===== config.mk =====
export PLATFORM = sky130hd
export DESIGN_NAME = pipelined_adder_flat
export DESIGN_NICKNAME = d
export VERILOG_FILES = /design/src/rtl/pipelined_adder_if.sv /design/src/rtl/pipelined_adder.sv /design/src/flat_wrapper.sv
export SDC_FILE = /design/constraint.sdc
export NUM_CORES = 1
export LEC_CHECK = 0
export CAP_MARGIN = 20
export CELL_PAD_IN_SITES_DETAIL_PLACEMENT = 1
export CELL_PAD_IN_SITES_GLOBAL_PLACEMENT = 1
export CORE_MARGIN = 2
export CORE_UTILIZATION = 25
export DETAILED_ROUTE_END_ITERATION = 7
export PLACE_DENSITY = 0.53
export SLEW_MARGIN = 20
export SYNTH_ARGS = -nofsm -noshare
export SYNTH_HDL_FRONTEND = slang
export SYNTH_SLANG_ARGS = --single-unit
export TNS_END_PERCENT = 50

===== constraint.sdc =====
create_clock -name clk -period 6.1 [get_ports clk]
set_clock_uncertainty 0.05 [all_clocks]
set_input_delay 1.22 -clock clk [delete_from_list [all_inputs] [get_ports clk]]
set_output_delay 1.22 -clock clk [all_outputs]
set_load 0.05 [all_outputs]

===== src/rtl/pipelined_adder_if.sv =====
// Handshake bundle for pipelined_adder: operand beat upstream, result beat downstream.
// The adder takes the slave modport; the producer/consumer side takes master.
interface pipelined_adder_if #(
    parameter int WIDTH = 32
) ();
    logic             in_valid;
    logic             in_ready;
    logic [WIDTH-1:0] a;
    logic [WIDTH-1:0] b;
    logic             cin;
    logic             out_valid;
    logic             out_ready;
    logic [WIDTH-1:0] sum;
    logic             cout;
    logic             ovf;

    modport master (
        output in_valid, a, b, cin, out_ready,
        input  in_ready, out_valid, sum, cout, ovf
    );

    modport slave (
        input  in_valid, a, b, cin, out_ready,
        output in_ready, out_valid, sum, cout, ovf
    );
endinterface


===== src/rtl/pipelined_adder.sv =====
// Pipelined WIDTH-bit adder: one CW-bit chunk per stage, carry registered between stages.
// Define PIPELINED_ADDER_SAT_EN to clamp signed-overflowing results in the final stage.
module pipelined_adder #(
    parameter int WIDTH  = 32,
    parameter int STAGES = 4
) (
    input  logic             clk,
    input  logic             rst,
    pipelined_adder_if.slave bus
);
    localparam int CW   = WIDTH / STAGES;
    localparam int LAST = STAGES - 1;

    logic adv;
    logic out_valid;

    assign adv          = bus.out_ready | ~out_valid;
    assign bus.in_ready = adv;

    // Each stage carries only the operand bits later stages still need; the last keeps the MSBs.
    for (genvar k = 0; k < STAGES; k++) begin : g_stage
        localparam int IW = WIDTH - k * CW;
        localparam int HW = (k < STAGES - 1) ? IW - CW : 1;
        localparam int SW = (k + 1) * CW;

        logic [IW-1:0] op_a;
        logic [IW-1:0] op_b;
        logic          c_in;
        logic          v_in;
        logic [CW:0]   chunk;

        logic [HW-1:0] a_d, a_q;
        logic [HW-1:0] b_d, b_q;
        logic [SW-1:0] sum_d, sum_q;
        logic          carry_d, carry_q;
        logic          valid_d, valid_q;

        if (k == 0) begin : g_head
            assign op_a = bus.a;
            assign op_b = bus.b;
            assign c_in = bus.cin;
            assign v_in = bus.in_valid;

            always_comb begin
                sum_d = chunk[CW-1:0];
            end
        end else begin : g_body
            assign op_a = g_stage[k-1].a_q;
            assign op_b = g_stage[k-1].b_q;
            assign c_in = g_stage[k-1].carry_q;
            assign v_in = g_stage[k-1].valid_q;

            always_comb begin
                sum_d = {chunk[CW-1:0], g_stage[k-1].sum_q};
            end
        end

        if (k < STAGES - 1) begin : g_fwd
            always_comb begin
                a_d = op_a[IW-1:CW];
                b_d = op_b[IW-1:CW];
            end
        end else begin : g_msb
            always_comb begin
                a_d = op_a[IW-1];
                b_d = op_b[IW-1];
            end
        end

        always_comb begin
            chunk   = {1'b0, op_a[CW-1:0]} + {1'b0, op_b[CW-1:0]} + {{CW{1'b0}}, c_in};
            carry_d = chunk[CW];
            valid_d = v_in;
        end

        always_ff @(posedge clk or posedge rst) begin
            if (rst) begin
                a_q     <= '0;
                b_q     <= '0;
                sum_q   <= '0;
                carry_q <= 1'b0;
                valid_q <= 1'b0;
            end else if (adv) begin
                a_q     <= a_d;
                b_q     <= b_d;
                sum_q   <= sum_d;
                carry_q <= carry_d;
                valid_q <= valid_d;
            end
        end
    end

    logic [WIDTH-1:0] raw_sum;
    logic [WIDTH-1:0] res_sum;
    logic             a_msb;
    logic             b_msb;
    logic             ovf;

    assign out_valid = g_stage[LAST].valid_q;
    assign raw_sum   = g_stage[LAST].sum_q;
    assign a_msb     = g_stage[LAST].a_q[0];
    assign b_msb     = g_stage[LAST].b_q[0];
    assign ovf       = (a_msb == b_msb) & (raw_sum[WIDTH-1] != a_msb);

`ifdef PIPELINED_ADDER_SAT_EN
    // Clamp toward the sign of the operands; cout/ovf keep reporting the raw result.
    always_comb begin
        res_sum = raw_sum;
        if (ovf) begin
            res_sum = a_msb ? {1'b1, {(WIDTH-1){1'b0}}} : {1'b0, {(WIDTH-1){1'b1}}};
        end
    end
`else
    always_comb begin
        res_sum = raw_sum;
    end
`endif

    assign bus.out_valid = out_valid;
    assign bus.sum       = res_sum;
    assign bus.cout      = g_stage[LAST].carry_q;
    assign bus.ovf       = ovf;
endmodule

===== src/flat_wrapper.sv =====
// flat-port wrapper written by rule: the top's interface ports become plain ports
module pipelined_adder_flat 
#(
    parameter int WIDTH  = 32,
    parameter int STAGES = 4
)
  (clk, rst, bus_in_valid, bus_a, bus_b, bus_cin, bus_out_ready, bus_in_ready, bus_out_valid, bus_sum, bus_cout, bus_ovf);
  pipelined_adder_if #(.WIDTH(WIDTH)) bus_i ();
  input  logic clk;
  input  logic rst;
  input wire logic [$bits(bus_i.in_valid)-1:0] bus_in_valid;
  input wire logic [$bits(bus_i.a)-1:0] bus_a;
  input wire logic [$bits(bus_i.b)-1:0] bus_b;
  input wire logic [$bits(bus_i.cin)-1:0] bus_cin;
  input wire logic [$bits(bus_i.out_ready)-1:0] bus_out_ready;
  output wire logic [$bits(bus_i.in_ready)-1:0] bus_in_ready;
  output wire logic [$bits(bus_i.out_valid)-1:0] bus_out_valid;
  output wire logic [$bits(bus_i.sum)-1:0] bus_sum;
  output wire logic [$bits(bus_i.cout)-1:0] bus_cout;
  output wire logic [$bits(bus_i.ovf)-1:0] bus_ovf;
  assign bus_i.in_valid = bus_in_valid;
  assign bus_i.a = bus_a;
  assign bus_i.b = bus_b;
  assign bus_i.cin = bus_cin;
  assign bus_i.out_ready = bus_out_ready;
  assign bus_in_ready = bus_i.in_ready;
  assign bus_out_valid = bus_i.out_valid;
  assign bus_sum = bus_i.sum;
  assign bus_cout = bus_i.cout;
  assign bus_ovf = bus_i.ovf;
  pipelined_adder #(.WIDTH(WIDTH), .STAGES(STAGES)) u_core (.clk(clk), .rst(rst), .bus(bus_i));
endmodule

* After elaboration in Yosys (flattened, before gate mapping) *
Cells that the tools add are included.

word-level totals
  flip-flop bits (word level) = 186

operators by class
  $add $sub $neg = 8
  equal/unequal tests = 2
  bitwise operators = 3

operator list
  kind                   count
  adder 8 x 8 -> 9 bit   4
  adder 9 x 1 -> 9 bit   4
  AND 1 bit              1
  equality test 1 bit    1
  inequality test 1 bit  1
  NOT 1 bit              1
  OR 1 bit               1

* Longest topological paths before layout *
  depth in word-level cells = 2
  mapped depth = 7
  gate-level depth less buffers = 6

* Least setup slack after synthesis *
No wires, ideal clock.

  kind = in2out
  start = input port bus_out_ready
  end = output port bus_in_ready
  arrival time = 1.905 ns
  data required time = 4.830 ns
  path slack = 2.925 ns
  stages on the path = 5
  buffers on the path = 3
  cells stage by stage = nor2b_1 -> buf_2 -> clkinv_4 -> buf_6 -> buf_2

on the way
  cells in the longest elaborated chain, start to end = 1

RTL lines
  element             RTL line               RTL
  start: declaration  flat_wrapper.sv:15     input wire logic [$bits(bus_i.out_ready)-1:0] bus_out_ready;
  OR 1 bit            pipelined_adder.sv:17  assign adv = bus.out_ready | ~out_valid;
  end: declaration    flat_wrapper.sv:16     output wire logic [$bits(bus_i.in_ready)-1:0] bus_in_ready;

No other way between the ends.

* Final worst setup path *
Same ends and word-level chain as after synthesis.

==> results.md <==
* Grt ovf at 0
* Critical path peak fanout at 2
* CP Launch Type: input port
* CTS tree: yes
* Inserted Diodes at 0
* Worst hold path class: flip-flop to flip-flop
* Root buffer cell: clkbuf_16
* Adder-Cell Fraction of Synth Area at 0.0609
* Post-synth top flop: dfrtp_1
* Via count at 6273
* Fmax at 255 MHz
* Max_slew headroom at 0.407
* Most Used Layer, Global Route: met2
* Post-Synth XOR/XNOR Area at 0.00418
* Vias per cell at 4.27
* Slew Viols, Final at 0
* Period utilisation layout at 0.644
* Synthesized Nets at 1025
* Chip width at 187 microns
* Num CTS Buffers at 17
* CP Capture Type: output port
* Count of final setup violators at 0
* WS Path Type: input port to output port
* Initial Util at 0.252
* Drt wl/cell at 13.7 microns
* Met2 GRT Util at 0.197
* M1 GR Usage at 0.164
* # DRC at 0
* Area after DPL at 9840 sq um
* Yosys cell types at 32
* GRT Util Overall at 0.122
* Rows at 67
* Leak at 5.02 nW
* Number of max-cap violations at 0
* PD cells at 533 nW/um^2
* Worst path arrival time at 2.66 ns
* Status: finished clean
* Worst-margin pin slew at 0.889 ns
* # clock sinks at 186
* Post-synth ARST share at 1.00
* Hold Buf Count CTS at 0
* Simple-gate area share of the yosys netlist at 0.267
* IR drop worst, VDD at 0.198 mV
* Initial DRC count at 363
* Synth Cell Area at 8380 sq um
* Clk_lat worst skew at 0.44 ns
* Main combinational cell family by area after synthesis: simple AND/OR/NAND/NOR gates
* PostCTS Resize Cnt at 0
* Initial antenna violation count at 0
* Die area at 35000 sq um
* Largest net degree at the start of global routing at 171
* Port bufs at 104
* Final hold vios at 0
* Placer Congestion at 0.719
* Seq cells post-synth at 186
* I/O pin cnt at 105
* Fin area at 10400 sq um
* Worst-path clk slew at 0.07 ns
* Critical Path RT at 4.83 ns
* Vias in the first global route at 6613
* First-pass GRT wire length at 34.5 mm
* Post-synth EDFFs at 0
* Hpwl dp at 13.1 mm
* TritonRoute pass-1 iters at 4
* Synthesized area per cell at 9.11 sq um
* Routed Wire Length at 20.1 mm
* Layout Nets at 1112
* RSZ-0062 raised after global routing: no
* CTS max path bufs at 2
* Core Region at 33300 sq um
* H-tree depth at 4
* Cells after Synth at 920
* Post-CTS Setup Inserts at 0
* Post-synthesis mux area share at 0.00478
* Setup TNS at 0 ns
* Compound-cell area share of the yosys netlist at 0.0789
* Min cycle time layout at 3.93 ns
* Die H at 187 microns
* Layout cell share with drive strength beyond 1 at 0.0461
* Met3 Use GR at 0.0253
* ANT nets after route at 0
* Post-synthesis sequential area ratio at 0.556
* YS warnings at 0
* Area growth syn-to-layout at 24.3%
-- final timing paths --
path / startpoint / endpoint / slack, ns / depth (start not counted)
max reg2reg: u_core.bus.out_valid / u_core.bus.sum[31] / 3.46 / 6
max in group asynchronous: rst / u_core.g_stage[2].b_q[4] / 3.61 / 4
max: bus_out_ready / bus_in_ready / 2.17 / 4
min: u_core.g_stage[1].a_q[12] / u_core.g_stage[1].a_q[12] / 0.42 / 2
min reg2reg: u_core.g_stage[1].a_q[12] / u_core.g_stage[1].a_q[12] / 0.42 / 2
min in group asynchronous: rst / u_core.g_stage[0].a_q[2] / 1.24 / 3
-- critical path, stage by stage --
cell	delay (ns)
clkdlybuf4s50_1	0.50
nor2b_4	0.06
clkinv_4	0.07
clkdlybuf4s50_1	0.79
-- per-layer routing --
layer,vias to the layer above,wire [microns]
met1,3025,10100
met3,11,513
li1,3160,-
met5,-,0
met2,77,9300
met4,0,213
-- area by class of cell --
type                       count  area, sq um
multi-input combinational    689         3490
timing repair buffer         111         1120
sequential                   186         4650
tap                          448          561
clock inverter                14          131
clock buffer                  18          439
inverter                       2         16.3
fill                        3877        22900
-- metrics by stage --
step / setup slack (ns) / utilization / hold WS [ns] / total power [mW] / instances
floorplan: 2.44 / - / 0.380 / 3.82 / 920
global placement: 2.16 / 0.296 / 0.397 / 4.50 / 1436
detailed placement: 2.14 / 0.296 / 0.405 / 4.55 / 1436
CTS: 2.16 / 0.313 / 0.420 / 5.68 / 1468
global route: 2.14 / 0.313 / 0.440 / 6.05 / 1468
finish: 2.17 / 0.313 / 0.416 / 5.55 / 1468
-- synth_stat cells (5+ instances only) --
library cell,instances,share of area
o31a_1,8,0.0084
buf_2,38,0.023
a21o_1,7,0.0063
fa_1,8,0.019
ha_1,28,0.042
nor3_1,11,0.0066
nor2_1,9,0.0040
dfrtp_1,186,0.56
a221oi_1,7,0.0073
o21ai_0,21,0.013
nor4b_1,5,0.0052
a211oi_1,17,0.015
nand2_1,493,0.22
nand2b_1,9,0.0067
nor3b_1,16,0.014
o31ai_1,12,0.011
-- cell usage in the layout (no fill, tap or decap), types with 5 or more instances in the layout --
cell type,n
fa_1,8
inv_6,5
ha_1,28
nor2_1,9
a21o_1,7
clkbuf_16,17
dfrtp_1,186
clkinv_4,6
o31ai_1,12
clkdlybuf4s50_1,104
nand2b_1,9
nor4b_1,5
o21ai_0,21
nand2_1,493
o31a_1,8
a221oi_1,7
buf_4,5
nor3b_1,16
nor3_1,11
a211oi_1,17
-- report_power, final --
group	leakage, nW	internal, mW	switching, mW	total [mW]
registers	2.25	1.77	0.318	2.09
clock network	0.283	0.551	0.536	1.09
logic	2.48	0.907	1.47	2.38
total	5.02	3.23	2.32	5.55
-- state kept, by name, indices dropped and copies added (netlist names), 3 cells and up --
signal                  cells
u_core.g_stage.b_q         48
u_core.g_stage.sum_q       48
u_core.g_stage.a_q         48
u_core.g_stage.carry_q      3
u_core.bus.sum             32
u_core.g_stage.valid_q      3
-- logic make-up (layout without fill, tap and decap cells) --
family	after synthesis	in the layout
flops	186	186
compound gates	89	89
xor+xnor	4	4
buf+inv	45	145
mux	4	4
fa+ha+maj	36	36
simple gates	556	556
Power figures use the tool's default switching activity.
